File: config.mk
export PLATFORM = sky130hd
export DESIGN_NAME = cpu_clock_sequencer
export DESIGN_NICKNAME = d
export VERILOG_FILES = /design/src/rtl/cpu_clock_sequencer.sv
export SDC_FILE = /design/constraint.sdc
export NUM_CORES = 1
export LEC_CHECK = 0
export BUFFER_PORTS_ARGS = -buffer_cell sky130_fd_sc_hd__clkbuf_2
export CORE_UTILIZATION = 60
export DETAILED_ROUTE_END_ITERATION = 10
export PLACE_DENSITY = 0.83
export SLEW_MARGIN = 5
export SYNTH_ARGS = -nofsm -noshare
export SYNTH_HDL_FRONTEND = slang
export SYNTH_SLANG_ARGS = --single-unit
File: constraint.sdc
create_clock -name clk -period 4.4 [get_ports clk]
set_input_delay 0.22 -clock clk [delete_from_list [all_inputs] [get_ports clk]]
set_output_delay 0.22 -clock clk [all_outputs]
set_load 0.01 [all_outputs]
File: src/rtl/cpu_clock_sequencer.sv
// CPU core clock generator: free-run, single-step and N-step burst modes from probe-bus controls.
// Optional breakpoint halt is compiled in with `define CPU_CLK_BREAKPOINT_EN.

module cpu_clock_sequencer #(
    parameter int unsigned SYNC_STAGES = 2,
    parameter int unsigned DIV_WIDTH   = 24,
    parameter int unsigned CNT_WIDTH   = 32,
    parameter int unsigned BURST_WIDTH = 8
) (
    input  logic                   clk,
    input  logic                   rst,
    input  logic                   clk_auto_en,
    input  logic                   clk_step,
    input  logic [DIV_WIDTH-1:0]   half_period,
    input  logic [BURST_WIDTH-1:0] step_count,
`ifdef CPU_CLK_BREAKPOINT_EN
    input  logic                   bp_enable,
    input  logic [7:0]             bp_addr,
    input  logic [7:0]             cpu_addr,
    output logic                   bp_hit,
`endif
    output logic                   cpu_clk,
    output logic                   cpu_rise,
    output logic                   busy,
    output logic [CNT_WIDTH-1:0]   cycle_count
);

    typedef enum logic [1:0] {StIdle, StHigh, StLow} state_e;

    logic [SYNC_STAGES-1:0] auto_sync_q;
    logic [SYNC_STAGES-1:0] step_sync_q;
    logic                   auto_s;
    logic                   step_s;
    logic                   step_prev_q;
    logic                   step_req_q;

    state_e                 state_q;
    logic [DIV_WIDTH-1:0]   phase_cnt_q;
    logic [BURST_WIDTH-1:0] burst_left_q;
    logic                   cpu_clk_q;
    logic                   cpu_rise_q;
    logic                   busy_q;
    logic [CNT_WIDTH-1:0]   cycle_count_q;

    logic [DIV_WIDTH-1:0]   phase_load;
    logic [BURST_WIDTH-1:0] burst_load;
    logic                   phase_end;
    logic                   auto_go;
    logic                   bp_hold;
    logic                   bp_match;
    logic                   go_high;
    logic                   go_low;
    logic                   go_idle;
    logic [BURST_WIDTH-1:0] burst_next;

    // Synchronizers; shift form keeps SYNC_STAGES=1 legal.
    always_ff @(posedge clk or negedge rst) begin
        if (!rst) begin
            auto_sync_q <= '0;
            step_sync_q <= '0;
            step_prev_q <= 1'b0;
            step_req_q  <= 1'b0;
        end else begin
            auto_sync_q <= (auto_sync_q << 1) | SYNC_STAGES'(clk_auto_en);
            step_sync_q <= (step_sync_q << 1) | SYNC_STAGES'(clk_step);
            step_prev_q <= step_s;
            step_req_q  <= step_s & ~step_prev_q;
        end
    end

    assign auto_s = auto_sync_q[SYNC_STAGES-1];
    assign step_s = step_sync_q[SYNC_STAGES-1];

    always_comb begin
        phase_load = '0;
        if (half_period != '0) begin
            phase_load = half_period - DIV_WIDTH'(1);
        end
        burst_load = step_count;
        if (step_count == '0) begin
            burst_load = BURST_WIDTH'(1);
        end
    end

    assign phase_end = (phase_cnt_q == '0);
    assign auto_go   = auto_s & ~bp_hold;

`ifdef CPU_CLK_BREAKPOINT_EN
    logic bp_hit_q;
    logic bp_skip_q;
    logic auto_prev_q;

    assign bp_hold  = bp_hit_q;
    assign bp_match = bp_enable && (cpu_addr == bp_addr) && !bp_skip_q;
    assign bp_hit   = bp_hit_q;

    // Skip flag lets the first pulse of a resuming step leave the breakpoint address.
    always_ff @(posedge clk or negedge rst) begin
        if (!rst) begin
            bp_hit_q    <= 1'b0;
            bp_skip_q   <= 1'b0;
            auto_prev_q <= 1'b0;
        end else begin
            auto_prev_q <= auto_s;
            if (state_q == StLow && phase_end && bp_match) begin
                bp_hit_q <= 1'b1;
            end else if (step_req_q || (auto_s && !auto_prev_q)) begin
                bp_hit_q <= 1'b0;
            end
            if (state_q == StIdle && !auto_go && step_req_q && bp_hit_q) begin
                bp_skip_q <= 1'b1;
            end else if (state_q == StLow && phase_end) begin
                bp_skip_q <= 1'b0;
            end
        end
    end
`else
    assign bp_hold  = 1'b0;
    assign bp_match = 1'b0;
`endif

    always_comb begin
        go_high    = 1'b0;
        go_low     = 1'b0;
        go_idle    = 1'b0;
        burst_next = burst_left_q;
        unique case (state_q)
            StIdle: begin
                if (auto_go) begin
                    go_high    = 1'b1;
                    burst_next = BURST_WIDTH'(1);
                end else if (step_req_q) begin
                    go_high    = 1'b1;
                    burst_next = burst_load;
                end
            end
            StHigh: begin
                go_low = phase_end;
            end
            StLow: begin
                if (phase_end) begin
                    if (bp_match) begin
                        go_idle = 1'b1;
                    end else if (auto_s) begin
                        // Free-run overrides any burst; a later auto drop then stops after one LOW.
                        go_high    = 1'b1;
                        burst_next = BURST_WIDTH'(1);
                    end else begin
                        burst_next = burst_left_q - BURST_WIDTH'(1);
                        if (burst_next != '0) begin
                            go_high = 1'b1;
                        end else begin
                            go_idle = 1'b1;
                        end
                    end
                end
            end
            default: begin
                go_idle = 1'b1;
            end
        endcase
    end

    always_ff @(posedge clk or negedge rst) begin
        if (!rst) begin
            state_q       <= StIdle;
            phase_cnt_q   <= '0;
            burst_left_q  <= '0;
            cpu_clk_q     <= 1'b0;
            cpu_rise_q    <= 1'b0;
            busy_q        <= 1'b0;
            cycle_count_q <= '0;
        end else begin
            cpu_rise_q   <= 1'b0;
            burst_left_q <= burst_next;
            if (go_high) begin
                state_q       <= StHigh;
                phase_cnt_q   <= phase_load;
                cpu_clk_q     <= 1'b1;
                cpu_rise_q    <= 1'b1;
                busy_q        <= 1'b1;
                cycle_count_q <= cycle_count_q + CNT_WIDTH'(1);
            end else if (go_low) begin
                state_q     <= StLow;
                phase_cnt_q <= phase_load;
                cpu_clk_q   <= 1'b0;
            end else if (go_idle) begin
                state_q     <= StIdle;
                phase_cnt_q <= '0;
                cpu_clk_q   <= 1'b0;
                busy_q      <= 1'b0;
            end else if (state_q != StIdle) begin
                phase_cnt_q <= phase_cnt_q - DIV_WIDTH'(1);
            end
        end
    end

    assign cpu_clk     = cpu_clk_q;
    assign cpu_rise    = cpu_rise_q;
    assign busy        = busy_q;
    assign cycle_count = cycle_count_q;

endmodule
# Word-level counts from Yosys, hierarchy flattened
# Index checks and enable logic that the tools add are counted.
word_totals:
  input_bits: 36
  register_bits: 75
  output_inout_bits: 35
  wordCells: 68
op_classes:
  n_mux: 31
  addsub: 4
  eq_ne: 5
  n_reduce_logical: 13
  n_bitwise: 4
ops:
  columns: ["cell", "count"]
  rows:
  - ["two-way mux 24 bit", 5]
  - ["subtractor 24 x 1 -> 24 bit (second input constant)", 2]
  - ["two-way mux 8 bit", 5]
  - ["adder 32 x 1 -> 32 bit (second input constant)", 1]
  - ["logical NOT 24 bit", 1]
  - ["nonzero test 24 bit", 1]
  - ["case mux 8 bit (2 select lines)", 1]
  - ["two-way mux 1 bit", 15]
  - ["logical NOT 8 bit", 1]
  - ["nonzero test 8 bit", 1]
  - ["subtractor 8 x 1 -> 8 bit (second input constant)", 1]
  - ["two-way mux 2 bit", 3]
  - ["nonzero test 2 bit", 3]
  - ["!= test 2 bit (second input constant)", 2]
  - ["OR 2 x 1 -> 2 bit", 2]
  - ["case mux 1 bit (2 select lines)", 2]
  - ["nonzero test 4 bit", 1]
  - ["!= test 3 bit (second input constant)", 1]
  - ["AND reduction 3 bit", 1]
  - ["nonzero test 3 bit", 1]
  - ["equality test 2 x 1 -> 1 bit (second input constant)", 1]
  - ["equality test 2 bit (second input constant)", 1]
  - ["logical NOT 2 bit", 1]
  - ["AND reduction 2 bit", 1]
  - ["other kinds (3)", 3]

# Logic depth before layout (Yosys ltp)
# Gate-level depths: netlist of the first run.
depth:
  word_depth: 9
  ltp_mapped: 10
  depth_no_buf: 9

# Worst setup path after synthesis of the first run
# OpenSTA, ideal clock, no wires.
synth_path:
  kind: "reg-to-reg"
  from: "register burst_left_q[0]"
  to: "register cycle_count_q[1] (netlist: cycle_count[1])"
  setup_time_ps: 127
  setup_slack_ps: 1804
  stages_incl_launch_ff: 11
  synth_period_minus_slack_ps: 2596
  path_buffers: 1
  required_time_ps: 4273
  arrival_ps: 2469
  cell_sequence: "dfrtp_1 -> inv_1 -> ha_1 -> nor2b_1 -> nor4b_1 -> nand4_4 -> o211a_1 -> buf_2 -> nor2_2 -> inv_2 -> mux2_1"
synth_via:
  elab_chain_len: 6
synth_rtl:
  columns: ["element", "line_no", "text"]
  rows:
  - ["start: declaration", "39", "logic [BURST_WIDTH-1:0] burst_left_q;"]
  - ["start signal: assignment", "175", "burst_left_q <= burst_next;"]
  - ["subtractor 8 x 1 -> 8 bit", "149", "burst_next = burst_left_q - BURST_WIDTH'(1);"]
  - ["nonzero test 8 bit", "150", "if (burst_next != '0) begin"]
  - ["two-way mux 1 bit", "150", null]
  - ["two-way mux 1 bit", "144", "end else if (auto_s) begin"]
  - ["two-way mux 1 bit", "141", "if (phase_end) begin"]
  - ["case mux 1 bit (2 select lines)", "127", "unique case (state_q)"]
  - ["net go_high", "51", "logic go_high;"]
  - ["end signal: assignment", "182", "cycle_count_q <= cycle_count_q + CNT_WIDTH'(1);"]
  - ["end: declaration", "43", "logic [CNT_WIDTH-1:0] cycle_count_q;"]
# The timed path passes the listed nets, and every way through them passes these cells.
# A chain may end at the register's enable or synchronous reset.

# Final worst setup path of the first run
layout_path:
  from: "register burst_left_q[0]"
  to: "register phase_cnt_q[21]"
layout_via:
  elab_chain_len: 9
  word_cells_on_any_way: 14
  classes_between: "add/sub (1); mux (11); reduce/logical (2)"
layout_rtl:
  columns: ["element", "line_no", "text"]
  rows:
  - ["subtractor 8 x 1 -> 8 bit *", "149", null]
  - ["nonzero test 8 bit *", "150", null]
  - ["two-way mux 1 bit", "150", null]
  - ["two-way mux 1 bit", "144", null]
  - ["two-way mux 1 bit", "141", null]
  - ["case mux 1 bit (2 select lines)", "127", null]
  - ["two-way mux 24 bit", "187", "end else if (go_idle) begin"]
  - ["two-way mux 24 bit", "183", "end else if (go_low) begin"]
  - ["two-way mux 24 bit", "176", "if (go_high) begin"]
  - ["end signal: assignment", "178", "phase_cnt_q <= phase_load;"]
  - ["end signal: assignment", "185", "phase_cnt_q <= phase_load;"]
  - ["end signal: assignment", "193", "phase_cnt_q <= phase_cnt_q - DIV_WIDTH'(1);"]
  - ["end: declaration", "38", "logic [DIV_WIDTH-1:0] phase_cnt_q;"]
# Every way passes the cells marked *; elsewhere a longest branch is shown, timed or not.

==> results.json, run 1 <==
{
  "critPathSlowestCell": "nor4b_1",
  "setup_viol": 0,
  "drive_above_1_share_pct": 20.6,
  "clk_path_buf_depth": 2,
  "synth-main-ff-cell": "dfrtp_1",
  "rrSetupSlack_ns": 1.27,
  "crit_path_cell_trace": "inv_1 -> ha_1 -> nor2b_1 -> nor4b_1 -> nand4_4 -> o211ai_4 -> a21bo_2 -> o211ai_1",
  "die_x_um": 91.2,
  "tns_ns": 0,
  "clk_pin_slew_ns": 0.08,
  "synth_top_area_cell": "dfrtp_1",
  "placed_area_mm2": 0.00518,
  "r2r_cells": 8,
  "power.density_mw_per_mm2": 411,
  "rsz0062_at_grt": "no",
  "insertion_delay_ns": 0.35,
  "clock-sinks": 74,
  "irDropWorstVdd_uv": 259,
  "cts_root_buffer": "clkbuf_8",
  "drc_errors": 0,
  "grt_antenna_before_repair": 0,
  "fin_area_mm2": 0.00537,
  "die-height_um": 91.2,
  "io_pins": 71,
  "htree_levels": 3,
  "synth_area_mm2": 0.00478,
  "relSlewSlack_pct": 33.5,
  "synth.net_count": 564,
  "ys_warn_count": 0,
  "async_reset_ff_share_pct": 100,
  "cts_tree": "done",
  "wirelength_um": 12200,
  "r2r_end": "phase_cnt_q[21]",
  "critPathKind": "reg2reg",
  "synthCells": 522,
  "timing.final.crit_period_ns": 3.13,
  "grt.overflow.total": 0,
  "initial_core_util_pct": 61.8,
  "dieArea_mm2": 0.00832,
  "grt_pass1_vias": 4385,
  "crit_family": "compound AO/OA/AOI/OAI gates",
  "synthDistinctLibCells": 68,
  "ys_ff_latch": 74,
  "syn_area_per_cell_um2": 9.15,
  "critical_path_required_ns": 4.59,
  "fin_util_pct": 69.5,
  "tightest_slew_ns": 0.998,
  "final_nets": 630,
  "yosys-top-cells-area": "dfrtp_1, xor2_1, xnor2_1",
  "finClkSkew_ns": 0.0138,
  "fmax_mhz": 319,
  "grt_pass1_wl_um": 20800,
  "gp_congestion": 0.893,
  "hold_class": "in2async",
  "cp.arrival_ns": 3.32,
  "vias": 4475,
  "syn_to_final_growth_pct": 12.4,
  "crit_path_max_incr_delay_ns": 0.56,
  "worstSetupEndpointType": "flop",
  "grt_max_degree": 46,
  "leakage_nw": 2.25,
  "fin_ws_ns": 1.27,
  "grt_usage_pct": 31.1,
  "slew_viol_final": 0,
  "core_area_mm2": 0.00773,
  "status": "completed",
  "drt_first_iter_violations": 365,
  "path_max_fanout": 20,
  "port_buffers": 70,
  "dp_cells": 677,
  "pre_cts_ws_ns": 1.29,
  "dr.pass1.iters": 7,
  "path_buf_inv": 1,
  "synth-edff-count": 0,
  "synth-seq-area-share_pct": 38.8,
  "drv_cap": 0,
  "stdcell_count": 695,
  "synth_top_area_share_pct": 38.8,
  "timing.hold.ws_ns": 0.0308,
  "vias_per_cell": 6.44,
  "routedWlPerCell_um": 17.6,
  "cp-start-kind": "flop",
  "dp_hpwl_um": 8810,
  "reg2reg_from": "burst_left_q[0]",
  "num_rows": 32,
  "hold_viol_final": 0,
  "p_total_mw": 2.20,
  "drtAntennaViolNets": 0,
  "finalCritPeriodShare_pct": 71.2,
  "diodes": 0,
  "cts_buffers": 9
}
metal layers:
layer	up-vias	global-route usage (%)	routed length [µm]
li1	2094	-	-
met1	2115	40.8	5210
met2	222	50.8	5920
met3	44	3.94	727
met4	0	15.7	380
met5	-	0	0
layout make-up:
class                   instances  area [µm²]
multi-input cells             412        2770
fillers                       630        2360
flip-flops and latches         74        1850
repair buffers                 77         408
clock buffers                  11         131
well taps                     102         128
inverters                      14        52.6
clock inverters                 5        31.3
timing repair:
action,in CTS,in global routing
gates resized for setup,0,0
hold buffers,2,0
endpoints found under the setup margin,0,0
endpoints found under the hold margin,2,0
setup buffers,0,0
power breakdown:
part	switching, mW	internal, mW	total (mW)
combinational	0.424	0.300	0.723
sequential	0.199	0.826	1.02
clock	0.252	0.203	0.456
total	0.875	1.33	2.20
cell usage after synthesis, drive strengths merged, types with 14 or more instances:
master / n
dfrtp: 74
nor2: 51
nand2: 40
o21ai: 32
xor2: 27
nor3: 26
a21oi: 24
nand3: 24
xnor2: 24
a2111oi: 16
clkbuf: 15
inv: 14
state kept, by name, summed over array words and instances, names as in the netlist:
name and cells:
step_prev_q 1, step_sync_q 2, state_q 2, cycle_count 32
busy 1, auto_sync_q 2, step_req_q 1, burst_left_q 8
cpu_rise 1, phase_cnt_q 24
worst max path at each step:
stage | startpoint | end | slack (ns) | depth (start not counted)
finish | burst_left_q[0] | phase_cnt_q[21] | 1.27 | 8
global route | phase_cnt_q[10] | cycle_count[7] | 1.08 | 7
CTS | burst_left_q[0] | phase_cnt_q[21] | 1.28 | 8
detailed placement | burst_left_q[0] | phase_cnt_q[11] | 1.29 | 8
global placement | burst_left_q[0] | phase_cnt_q[3] | 1.41 | 8
floorplan | burst_left_q[0] | cycle_count[1] | 1.80 | 10
placed cells by master (no fill, tap or decap), types with 6 or more instances in the layout:
cell,netlist,layout
a2111oi_2,12,12
a21oi_1,24,24
a31oi_1,7,7
and3_1,9,9
clkbuf_2,0,69
clkbuf_8,0,9
dfrtp_1,74,74
ha_1,6,6
inv_1,13,13
nand2_1,40,40
nand3_1,24,24
nand4_1,10,10
nor2_1,49,49
nor2b_1,6,6
nor3_1,25,25
nor4_1,8,8
o2111ai_1,6,6
o211ai_1,11,11
o21ai_0,15,15
o21ai_1,17,16
or3_1,6,6
or4_1,8,8
xnor2_1,24,24
xor2_1,27,27
cells by family (layout without fill, tap and decap cells):
family	after synthesis	in the layout	synth area share, %
compound gates	135	135	21.9
xor+xnor	51	51	9.35
fa+ha+maj	7	7	1.78
buf+inv	36	107	3.43
flops	74	74	38.8
mux	5	5	1.10
simple gates	214	214	23.7
Note: power is estimated with default switching activity, not from simulation.
==> run 2, diff against run 1 <==
--- a/config.mk
+++ b/config.mk
@@ -5,10 +5,11 @@
 export SDC_FILE = /design/constraint.sdc
 export NUM_CORES = 1
 export LEC_CHECK = 0
+export ABC_AREA = 1
 export BUFFER_PORTS_ARGS = -buffer_cell sky130_fd_sc_hd__clkbuf_2
-export CORE_UTILIZATION = 60
+export CORE_UTILIZATION = 59
 export DETAILED_ROUTE_END_ITERATION = 10
-export PLACE_DENSITY = 0.83
+export PLACE_DENSITY = 0.81
 export SLEW_MARGIN = 5
 export SYNTH_ARGS = -nofsm -noshare
 export SYNTH_HDL_FRONTEND = slang
==> constraint.sdc (replaced) <==
create_clock -name clk -period 3.2 [get_ports clk]
set_input_delay 0.16 -clock clk [delete_from_list [all_inputs] [get_ports clk]]
set_output_delay 0.16 -clock clk [all_outputs]
set_load 0.01 [all_outputs]
==> results.json, run 2 <==
{
  "synth-adder-area-share_pct": 1.41,
  "diodes": 0,
  "drt_first_iter_violations": 402,
  "die-height_um": 97.0,
  "dr.pass1.iters": 5,
  "rrSetupSlack_ns": 0.73,
  "path_max_fanout": 26,
  "synthTopCellsByCount": "nand2_1, nor2_1, inv_1",
  "path_buf_inv": 3,
  "layout.cells.most_common_list": "nand2_1, nor2_1, inv_1",
  "crit_family": "simple AND/OR/NAND/NOR gates",
  "dp_hpwl_um": 9510,
  "synth_most_common_cell": "nand2_1",
  "irDropWorstVdd_uv": 386,
  "timing.hold.ws_ns": 0.115,
  "r2r_end": "phase_cnt_q[10]",
  "synth_compound_gate_area_share_pct": 7.19,
  "grt_usage_pct": 28.7,
  "crit_path_cell_trace": "inv_2 -> ha_1 -> nand2_2 -> inv_2 -> nand3_1 -> nand2_1 -> nand2_1 -> nor2_2 -> nand2_2 -> nand2_4 -> nand3_4 -> inv_4 -> nand2_1 -> nand3_1 -> nand2_1",
  "worstSetupEndpointType": "flop",
  "synthDistinctLibCells": 39,
  "p_total_mw": 3.86,
  "cts_tree": "done",
  "async_reset_ff_share_pct": 100,
  "grt_pass1_wl_um": 22300,
  "finalCritPeriodShare_pct": 77.2,
  "synth_top_area_share_pct": 34.8,
  "cp-start-kind": "flop",
  "yosys-top-cells-area": "dfrtp_1, nand2_1, xor2_1",
  "crit_path_max_incr_delay_ns": 0.42,
  "synth_top_area_cell": "dfrtp_1",
  "cts_root_buffer": "clkbuf_8",
  "leakage_nw": 2.94,
  "clk_pin_slew_ns": 0.09,
  "synthCells": 769,
  "final_common_cell": "nand2_1",
  "critPathKind": "reg2reg",
  "syn_area_per_cell_um2": 6.92,
  "drc_errors": 0,
  "vias": 5217,
  "wirelength_um": 12900,
  "critPathSlowestCell": "dfrtp_1",
  "clk_path_buf_depth": 2,
  "setup_viol": 0,
  "htree_levels": 3,
  "finClkSkew_ns": 0.0141,
  "grt_max_degree": 75,
  "pre_cts_ws_ns": 0.785,
  "largest_reg_flops": 32,
  "r2r_cells": 15,
  "grt_antenna_before_repair": 0,
  "hold_viol_final": 0,
  "grt_pass1_vias": 4850,
  "drv_cap": 0,
  "slew_viol_final": 0,
  "port_buffers": 70,
  "ys_ff_latch": 74,
  "relSlewSlack_pct": 37.9,
  "min_to": "burst_left_q[2]",
  "hold_class": "in2reg",
  "synth_top_family_by_area": "simple AND/OR/NAND/NOR gates",
  "yosys.area_share.simple_pct": 38.2,
  "n_fill_cell": 732,
  "drtAntennaViolNets": 0,
  "rsz0062_at_grt": "no",
  "final_nets": 879,
  "grt.overflow.total": 0,
  "synth_area_mm2": 0.00532,
  "tightest_slew_ns": 0.931,
  "ys_warn_count": 0,
  "fin_ws_ns": 0.729,
  "initial_core_util_pct": 61.0,
  "routedWlPerCell_um": 13.6,
  "cp.arrival_ns": 2.71,
  "synth-main-ff-cell": "dfrtp_1",
  "cp_common_cell": "nand2_1",
  "syn_to_final_growth_pct": 11.7,
  "fmax_mhz": 405,
  "synth-edff-count": 0,
  "power.density_mw_per_mm2": 650,
  "synth.net_count": 811,
  "reg2reg_from": "burst_left_q[0]",
  "synth_xor_area_share_pct": 10.2,
  "status": "completed",
  "worstHoldStart": "step_count[2]",
  "insertion_delay_ns": 0.36,
  "cts_buffers": 9,
  "hold_depth": 3,
  "num_rows": 34,
  "postCtsSetupBuffers": 0,
  "vias_per_cell": 5.49,
  "critical_path_required_ns": 3.44,
  "dieArea_mm2": 0.00941,
  "core_area_mm2": 0.00872,
  "io_pins": 71,
  "timing.final.crit_period_ns": 2.47,
  "synth-seq-area-share_pct": 34.8,
  "die_x_um": 97.0,
  "tns_ns": 0,
  "clock-sinks": 74,
  "synthMuxAreaShare_pct": 0,
  "drive_above_1_share_pct": 16.4,
  "gp_congestion": 0.940
}
## run 2: changes by cell type after synthesis, sizes merged, moves of 8 or more
cell and delta:
a2111oi -16, and3 -8, clkbuf -9, inv +71, nand2 +213, nand3 +28, nand4 +9, nor2 +44
o211ai -11, o221ai -9, or4 -10, xor2 +18
## run 2: cell type report
type | count | area [µm²] | share of cell area (%)
clock buffers | 10 | 128 | 2.15
inverters | 86 | 325 | 5.47
flip-flops and latches | 74 | 1850 | 31.1
clock inverters | 6 | 66.3 | 1.12
well taps | 108 | 135 | 2.27
multi-input cells | 591 | 3040 | 51.2
repair buffers | 75 | 398 | 6.69
## run 2: stage by stage
| step | utilization (%) | instance area, µm² | instances |
|---|---|---|---|
| after floorplan | - | 5320 | 769 |
| after global placement | 65.6 | 5720 | 931 |
| after detailed placement | 65.6 | 5720 | 931 |
| after CTS | 68.2 | 5950 | 950 |
| after global routing | 68.2 | 5950 | 950 |
| final | 68.2 | 5950 | 950 |
## run 2: timing repair
item | in CTS | in global routing
hold buffers | 3 | 0
resized for setup | 0 | 0
hold endpoints to repair | 50 | 0
## run 2: routing by layer
layer	routed length (µm)	track usage, %	vias up
li1	-	-	2588
met1	5930	40.8	2398
met2	5800	44.3	209
met3	1020	5.35	22
met4	175	9.18	0
met5	0	0	-
## run 2: kinds of logic (layout without fill, tap and decap cells)
group / count (synthesis) / count (layout)
fa+ha+maj: 6 / 6
flops: 74 / 74
xor+xnor: 62 / 62
compound gates: 58 / 58
simple gates: 465 / 465
buf+inv: 104 / 177
## run 2: worst reg2reg max path: stages (launching register included)
cell,delay (ns)
dfrtp_1,0.42
inv_2,0.10
ha_1,0.21
nand2_2,0.09
inv_2,0.08
nand3_1,0.06
nand2_1,0.09
nand2_1,0.07
nor2_2,0.14
nand2_2,0.08
nand2_4,0.08
nand3_4,0.31
inv_4,0.37
nand2_1,0.12
nand3_1,0.08
nand2_1,0.05
## run 2: power breakdown
| group | total [mW] | internal [mW] | switching (mW) |
|---|---|---|---|
| Clock | 0.742 | 0.362 | 0.380 |
| Sequential | 1.49 | 1.19 | 0.297 |
| Combinational | 1.63 | 0.589 | 1.04 |
| Total | 3.86 | 2.14 | 1.72 |
## run 2: worst max-delay path by stage
stage,from,to,cells past startpoint
after floorplan,burst_left_q[0],phase_cnt_q[22],16
after global placement,half_period[0],phase_cnt_q[14],10
after detailed placement,burst_left_q[0],phase_cnt_q[10],16
after CTS,burst_left_q[0],phase_cnt_q[10],15
after global routing,burst_left_q[0],phase_cnt_q[20],15
final,burst_left_q[0],phase_cnt_q[10],15
